<file path="src/rtl/scan_display_pkg.sv">
// rtl/scan_display_pkg.sv - shared constants and helpers for the scan display generator
package scan_display_pkg;

    // Segment patterns for hex digits 0..F, bit order g..a
    localparam logic [6:0] HEX7SEG [16] = '{
        7'h3F, 7'h06, 7'h5B, 7'h4F, 7'h66, 7'h6D, 7'h7D, 7'h07,
        7'h7F, 7'h6F, 7'h77, 7'h7C, 7'h39, 7'h5E, 7'h79, 7'h71
    };

    localparam logic [7:0] SEG_OFF = 8'h00;

    function automatic int which_width(input int digits);
        return (digits > 1) ? $clog2(digits) : 1;
    endfunction

endpackage

</file>
<file path="src/rtl/scan_display_gen_if.sv">
// rtl/scan_display_gen_if.sv - display data inputs and scan outputs of scan_display_gen
interface scan_display_gen_if #(
    parameter int DIGITS      = 8,
    parameter int DIV_BITS    = 11,
    parameter int BRIGHT_BITS = 3
) ();
    import scan_display_pkg::*;

    localparam int WHICH_W = which_width(DIGITS);

    logic [4*DIGITS-1:0]    data;
    logic [DIGITS-1:0]      dp;
    logic [DIGITS-1:0]      blank;
    logic                   lz_suppress;
    logic [BRIGHT_BITS-1:0] bright;
    logic [WHICH_W-1:0]     which;
    logic [7:0]             seg;
    logic [3:0]             digit;
    logic [DIV_BITS-1:0]    count;
    logic                   frame_done;

    modport master (
        output data, dp, blank, lz_suppress, bright,
        input  which, seg, digit, count, frame_done
    );

    modport slave (
        input  data, dp, blank, lz_suppress, bright,
        output which, seg, digit, count, frame_done
    );

endinterface

</file>
<file path="src/rtl/hex7seg_decoder.sv">
// rtl/hex7seg_decoder.sv - combinational hex nibble to seven-segment lookup
module hex7seg_decoder
    import scan_display_pkg::*;
(
    input  logic [3:0] nibble,
    output logic [6:0] segs
);

    assign segs = HEX7SEG[nibble];

endmodule

</file>
<file path="src/rtl/scan_display_gen.sv">
// rtl/scan_display_gen.sv - multiplexed hex seven-segment scanner with frame-synchronous latching,
// leading-zero suppression, blanking and PWM brightness
module scan_display_gen
    import scan_display_pkg::*;
#(
    parameter int DIGITS      = 8,
    parameter int DIV_BITS    = 11,
    parameter int BRIGHT_BITS = 3
) (
    input  logic               clk,
    input  logic               rst_n,
    scan_display_gen_if.slave  bus
);

    localparam int WHICH_W = which_width(DIGITS);
    localparam logic [WHICH_W-1:0] LAST_IDX = WHICH_W'(DIGITS - 1);

    logic [DIV_BITS-1:0]   cnt;
    logic [WHICH_W-1:0]    idx;
    logic [4*DIGITS-1:0]   sh_data;
    logic [DIGITS-1:0]     sh_dp;
    logic [DIGITS-1:0]     sh_blank;
    logic                  load_pend;

    logic                  cnt_wrap;
    logic                  idx_wrap;
    logic [3:0]            nib;
    logic [6:0]            hex;
    logic [DIGITS-1:0]     zero_from;
    logic                  lz_dark;
    logic                  pwm_on;
    logic [7:0]            seg_next;

    assign cnt_wrap = (cnt == {DIV_BITS{1'b1}});
    assign idx_wrap = cnt_wrap && (idx == LAST_IDX);

    // Stage 0: scan counters and the frame shadow of the display inputs
    always_ff @(posedge clk or negedge rst_n) begin
        if (!rst_n) begin
            cnt       <= '0;
            idx       <= '0;
            sh_data   <= '0;
            sh_dp     <= '0;
            sh_blank  <= '0;
            load_pend <= 1'b1;
        end else begin
            cnt <= cnt + 1'b1;
            if (cnt_wrap) begin
                idx <= idx_wrap ? '0 : idx + 1'b1;
            end
            if (load_pend || idx_wrap) begin
                sh_data  <= bus.data;
                sh_dp    <= bus.dp;
                sh_blank <= bus.blank;
            end
            load_pend <= 1'b0;
        end
    end

    assign nib = sh_data[4*idx +: 4];

    hex7seg_decoder u_dec (
        .nibble (nib),
        .segs   (hex)
    );

    // zero_from[i] is set when nibble i and every higher nibble are zero
    always_comb begin
        zero_from = '0;
        zero_from[DIGITS-1] = (sh_data[4*DIGITS-1 -: 4] == 4'h0);
        for (int i = DIGITS - 2; i >= 0; i--) begin
            zero_from[i] = zero_from[i+1] && (sh_data[4*i +: 4] == 4'h0);
        end
    end

    assign lz_dark = bus.lz_suppress && (idx != '0) && zero_from[idx];
    assign pwm_on  = (cnt[DIV_BITS-1 -: BRIGHT_BITS] <= bus.bright);

    always_comb begin
        seg_next = {sh_dp[idx], hex};
        if (sh_blank[idx] || lz_dark || !pwm_on) begin
            seg_next = SEG_OFF;
        end
    end

    // Stage 1: all visible outputs come from the same stage-0 cycle
    always_ff @(posedge clk or negedge rst_n) begin
        if (!rst_n) begin
            bus.which      <= '0;
            bus.count      <= '0;
            bus.digit      <= '0;
            bus.seg        <= SEG_OFF;
            bus.frame_done <= 1'b0;
        end else begin
            bus.which      <= idx;
            bus.count      <= cnt;
            bus.digit      <= nib;
            bus.seg        <= seg_next;
            bus.frame_done <= (idx == '0) && (bus.which == LAST_IDX);
        end
    end

endmodule

</file>
<file path="src/flat_wrapper.sv">
// flat-port wrapper written by rule: the top's interface ports become plain ports
module scan_display_gen_flat import scan_display_pkg::*;
#(
    parameter int DIGITS      = 8,
    parameter int DIV_BITS    = 11,
    parameter int BRIGHT_BITS = 3
)
  (clk, rst_n, bus_data, bus_dp, bus_blank, bus_lz_suppress, bus_bright, bus_which, bus_seg, bus_digit, bus_count, bus_frame_done);
  scan_display_gen_if #(.DIGITS(DIGITS), .DIV_BITS(DIV_BITS), .BRIGHT_BITS(BRIGHT_BITS)) bus_i ();
  input  logic clk;
  input  logic rst_n;
  input wire logic [$bits(bus_i.data)-1:0] bus_data;
  input wire logic [$bits(bus_i.dp)-1:0] bus_dp;
  input wire logic [$bits(bus_i.blank)-1:0] bus_blank;
  input wire logic [$bits(bus_i.lz_suppress)-1:0] bus_lz_suppress;
  input wire logic [$bits(bus_i.bright)-1:0] bus_bright;
  output wire logic [$bits(bus_i.which)-1:0] bus_which;
  output wire logic [$bits(bus_i.seg)-1:0] bus_seg;
  output wire logic [$bits(bus_i.digit)-1:0] bus_digit;
  output wire logic [$bits(bus_i.count)-1:0] bus_count;
  output wire logic [$bits(bus_i.frame_done)-1:0] bus_frame_done;
  assign bus_i.data = bus_data;
  assign bus_i.dp = bus_dp;
  assign bus_i.blank = bus_blank;
  assign bus_i.lz_suppress = bus_lz_suppress;
  assign bus_i.bright = bus_bright;
  assign bus_which = bus_i.which;
  assign bus_seg = bus_i.seg;
  assign bus_digit = bus_i.digit;
  assign bus_count = bus_i.count;
  assign bus_frame_done = bus_i.frame_done;
  scan_display_gen #(.DIGITS(DIGITS), .DIV_BITS(DIV_BITS), .BRIGHT_BITS(BRIGHT_BITS)) u_core (.clk(clk), .rst_n(rst_n), .bus(bus_i));
endmodule
</file>
<file path="config.mk">
export PLATFORM = sky130hd
export DESIGN_NAME = scan_display_gen_flat
export DESIGN_NICKNAME = d
export VERILOG_FILES = /design/src/rtl/scan_display_pkg.sv /design/src/rtl/scan_display_gen_if.sv /design/src/rtl/hex7seg_decoder.sv /design/src/rtl/scan_display_gen.sv /design/src/flat_wrapper.sv
export SDC_FILE = /design/constraint.sdc
export NUM_CORES = 1
export LEC_CHECK = 0
export CELL_PAD_IN_SITES_DETAIL_PLACEMENT = 1
export CELL_PAD_IN_SITES_GLOBAL_PLACEMENT = 2
export CORE_MARGIN = 8
export CORE_UTILIZATION = 40
export DETAILED_ROUTE_END_ITERATION = 7
export DONT_BUFFER_PORTS = 1
export GPL_TIMING_DRIVEN = 1
export PLACE_DENSITY = 0.78
export SYNTH_ARGS = -nofsm -noshare
export SYNTH_HDL_FRONTEND = slang
export SYNTH_HIERARCHICAL = 1
export SYNTH_SLANG_ARGS = --single-unit
</file>
<file path="constraint.sdc">
create_clock -name clk -period 2.74 [get_ports clk]
set_input_delay 0.548 -clock clk [delete_from_list [all_inputs] [get_ports clk]]
set_output_delay 0.548 -clock clk [all_outputs]
set_load 0.01 [all_outputs]
</file>
==> summary.md <==
| Metric | Value |
|---|---|
| Status | complete, no violations |
| Reg2Reg Depth | 7 |
| Area growth syn-to-layout | 8.66% |
| Layout filler cell count | 1032 |
| Switch share | 24.3% |
| Clk_skew | 0.0112 ns |
| Layout Nets | 352 |
| Initial antenna violation count | 5 |
| RR Startpoint | u_core/idx[0] |
| CP max-delay cell | mux4_2 |
| CTS tree | built |
| Longest Clk Path Bufs | 2 |
| Most common cell in the netlist | dfrtp_1 |
| Final setup violation count | 0 |
| Clock Sinks | 90 |
| Clock power frac | 33.9% |
| VDD IR max | 0.210 mV |
| Layout cells sized above 1 | 33.7% |
| Largest stage delay, worst path | 0.52 ns |
| RSZ-0062 raised after global routing | no |
| Clock transition at the registers of the reported paths | 0.09 ns |
| Mapped Cells | 277 |
| FF+latch count, synth | 90 |
| Largest net degree at the start of global routing | 90 |
| Setup TNS | 0 ns |
| Die area | 13900 um^2 |
| Logic pwr share | 10.8% |
| First-pass DRT Iterations | 4 |
| Cell area after synthesis | 4160 um^2 |
| Post-Synth Adder-Cell Area | 4.21% |
| Asr flop ratio synth | 100% |
| RR Endpoint | u_core/bus.seg[3] |
| Diode count | 0 |
| Hold Vio Cnt, Final | 0 |
| Psw | 660 uW |
| CP Cell Sequence | mux4_2 -> mux2_2 -> inv_1 -> ha_1 -> inv_1 -> mux4_1 -> nor3b_1 |
| Starting DRC count in detailed routing | 132 |
| DR vias/cell | 5.30 |
| Routed WL | 9160 um |
| Post-synthesis sequential area ratio | 54.2% |
| Worst setup path startpoint | u_core/idx[0] |
| Post-CTS setup buffers | 0 |
| Syn Nets | 345 |
| Most used cell, CP | inv_1 |
| Distinct cells, synth | 42 |
| Die Ht | 118 um |
| Commonest cells post-synth | 89 x dfrtp_1, 36 x mux2_2, 20 x mux2_4, 14 x ha_1 |
| PortBufs | 0 |
| Starting Density | 40.7% |
| Synth warn | 6 |
| CP required | 2.97 ns |
| Arrival time at the worst endpoint | 2.75 ns |
| Core Region | 10200 um^2 |
| Int Pwr | 2.06 mW |
| Synth top area share | 53.5% |
| PwrDens | 601 nW/um^2 |
| Kind of end point of the critical path | register |
| Mux share of post-synthesis cell area | 25.2% |
| Crit. path cell count | 7 |
| Tcrit/Tclk final | 91.9% |
| Main flop type after synthesis | dfrtp_1 |
| Reg power frac | 55.4% |
| H-tree levels | 3 |
| Simple-gate share of the synthesized area | 6.65% |
| Vias post-DR | 2246 |
| Max-slew violation count | 0 |
| Clk_lat worst skew | 0.35 ns |
| First-pass GRT wire length | 14600 um |
| Worst path buffer plus inverter count | 2 |
| Clock root cell | clkbuf_8 |
| Hold WC Path Type | primary input to async pin |
| Crit-path leading delay family | multiplexers |
| Placer Congestion | 0.799 |
| Critical Path Source Type | register |
| Leak Pwr | 1.98 nW |
| Max Clk Rate | 397 MHz |
| Worst-path fanout max | 6 |
| HPWL after DPL | 6750 um |
| Synth Area in Compound Gates | 3.88% |
| Total global-route track usage | 13.6% |
| Chip Width | 118 um |
| Io pins | 81 |
| Number of global-route vias before repair | 2536 |
| Remaining Overflow, GRT | 0 |
| Critical path type | register to register |
| Synth Area in XOR/XNOR | 1.90% |
| CTS Buf Count | 9 |
| Post-synth top area cell | dfrtp_1 |
| Antenna-violating nets left | 0 |
| Routed WL per cell | 21.6 um |
| Flop-to-flop setup slack | 0.22 ns |
| Largest cells by area after synthesis | dfrtp_1 54%, mux2_2 9.7%, mux2_4 7.2% |
| FP Rows | 37 |
| Largest family of logic cells by synthesized area | multiplexers |
| Pwr Total | 2.72 mW |
| Syn_area_per_cell | 15.0 um^2 |
| Post-route DRC | 0 |
| Post-route minimum period | 2.52 ns |
| Maxcap violations | 0 |
| Post-synth EDFFs | 0 |
## registers in the layout, summed over array words and instances (netlist names)
signal and count:
u_core/bus.frame_done 1, u_core/bus.seg 8, u_core/cnt 11, u_core/load_pend 1, u_core/sh_dp 8, u_core/sh_blank 8
u_core/bus.count 11, u_core/idx 3, u_core/bus.digit 4, u_core/sh_data 32, u_core/bus.which 3
## cells in the final DEF, fill, tap and decap left out, types with 5 or more instances in the layout
cell type   n
a21oi_1     5
buf_4       5
clkbuf_8   11
dfrtp_1    88
ha_1       14
inv_1      11
mux2_2     36
mux2_4     20
mux2i_1     7
mux4_2     11
nand2_1     7
nand3_1     6
nor3_1      5
nor3b_1     7
nor4_1      5
xnor2_1     5
## cell families after synthesis
family          after synthesis
simple gates                 46
other cells                   1
mux                          75
xor+xnor                      9
fa+ha+maj                    14
buf+inv                      23
flops                        90
compound gates               19
## through the flow
stage / hold WS (ns) / utilization (%) / std cells / instance area [um^2] / worst slack [ns]
floorplan: 0.252 / - / 277 / 4160 / 0.0167
global placement: 0.257 / 41.9 / 408 / 4290 / 0.253
detailed placement: 0.257 / 41.9 / 408 / 4290 / 0.128
CTS: 0.0118 / 44.2 / 424 / 4520 / 0.104
global route: 0.00702 / 44.2 / 424 / 4520 / 0.0986
finish: 0.0328 / 44.2 / 424 / 4520 / 0.221
## how the worst max path moves through the flow
| stage | endpoint | slack [ns] |
|---|---|---|
| 6_report | u_core/bus.seg[3] | 0.22 |
| 3_5_place_dp | u_core/bus.seg[3] | 0.13 |
| 5_1_grt | u_core/bus.seg[3] | 0.1 |
| 2_1_floorplan | u_core/bus.seg[3] | 0.02 |
| 4_1_cts | u_core/bus.seg[3] | 0.10 |
| 3_3_place_gp | u_core/bus.seg[3] | 0.25 |
## power groups by stage
stage	combinational, mW	clock [mW]	sequential (mW)
3_3_place_gp	0.254	0	1.53
3_5_place_dp	0.264	0	1.53
2_1_floorplan	0.234	0	1.50
6_report	0.292	0.920	1.51
5_1_grt	0.320	0.989	1.52
4_1_cts	0.297	0.952	1.51
## routing by layer
metal  GRT usage, %  routed length, um
met1           16.0               3780
met3           6.24                696
met5              0                 60
met4           3.84                 70
met2           21.9               4560
## repair_timing
| item | 4_1_cts | 5_1_grt |
|---|---|---|
| endpoints found under the setup margin | 0 | 1 |
| hold endpoints to repair | 89 | 0 |
| gates resized for setup | 0 | 1 |
| hold buffers | 1 | 0 |
## final cells by class
| type | instances | area (um^2) | share of cell area, % |
|---|---|---|---|
| Sequential cell | 90 | 2250 | 49.9 |
| Multi-Input combinational cell | 164 | 1750 | 38.6 |
| Tap cell | 136 | 170 | 3.77 |
| Clock buffer | 11 | 151 | 3.35 |
| Timing Repair Buffer | 8 | 105 | 2.33 |
| Clock inverter | 4 | 51.3 | 1.14 |
| Inverter | 11 | 41.3 | 0.914 |
Note: power is estimated with default switching activity, not from simulation.
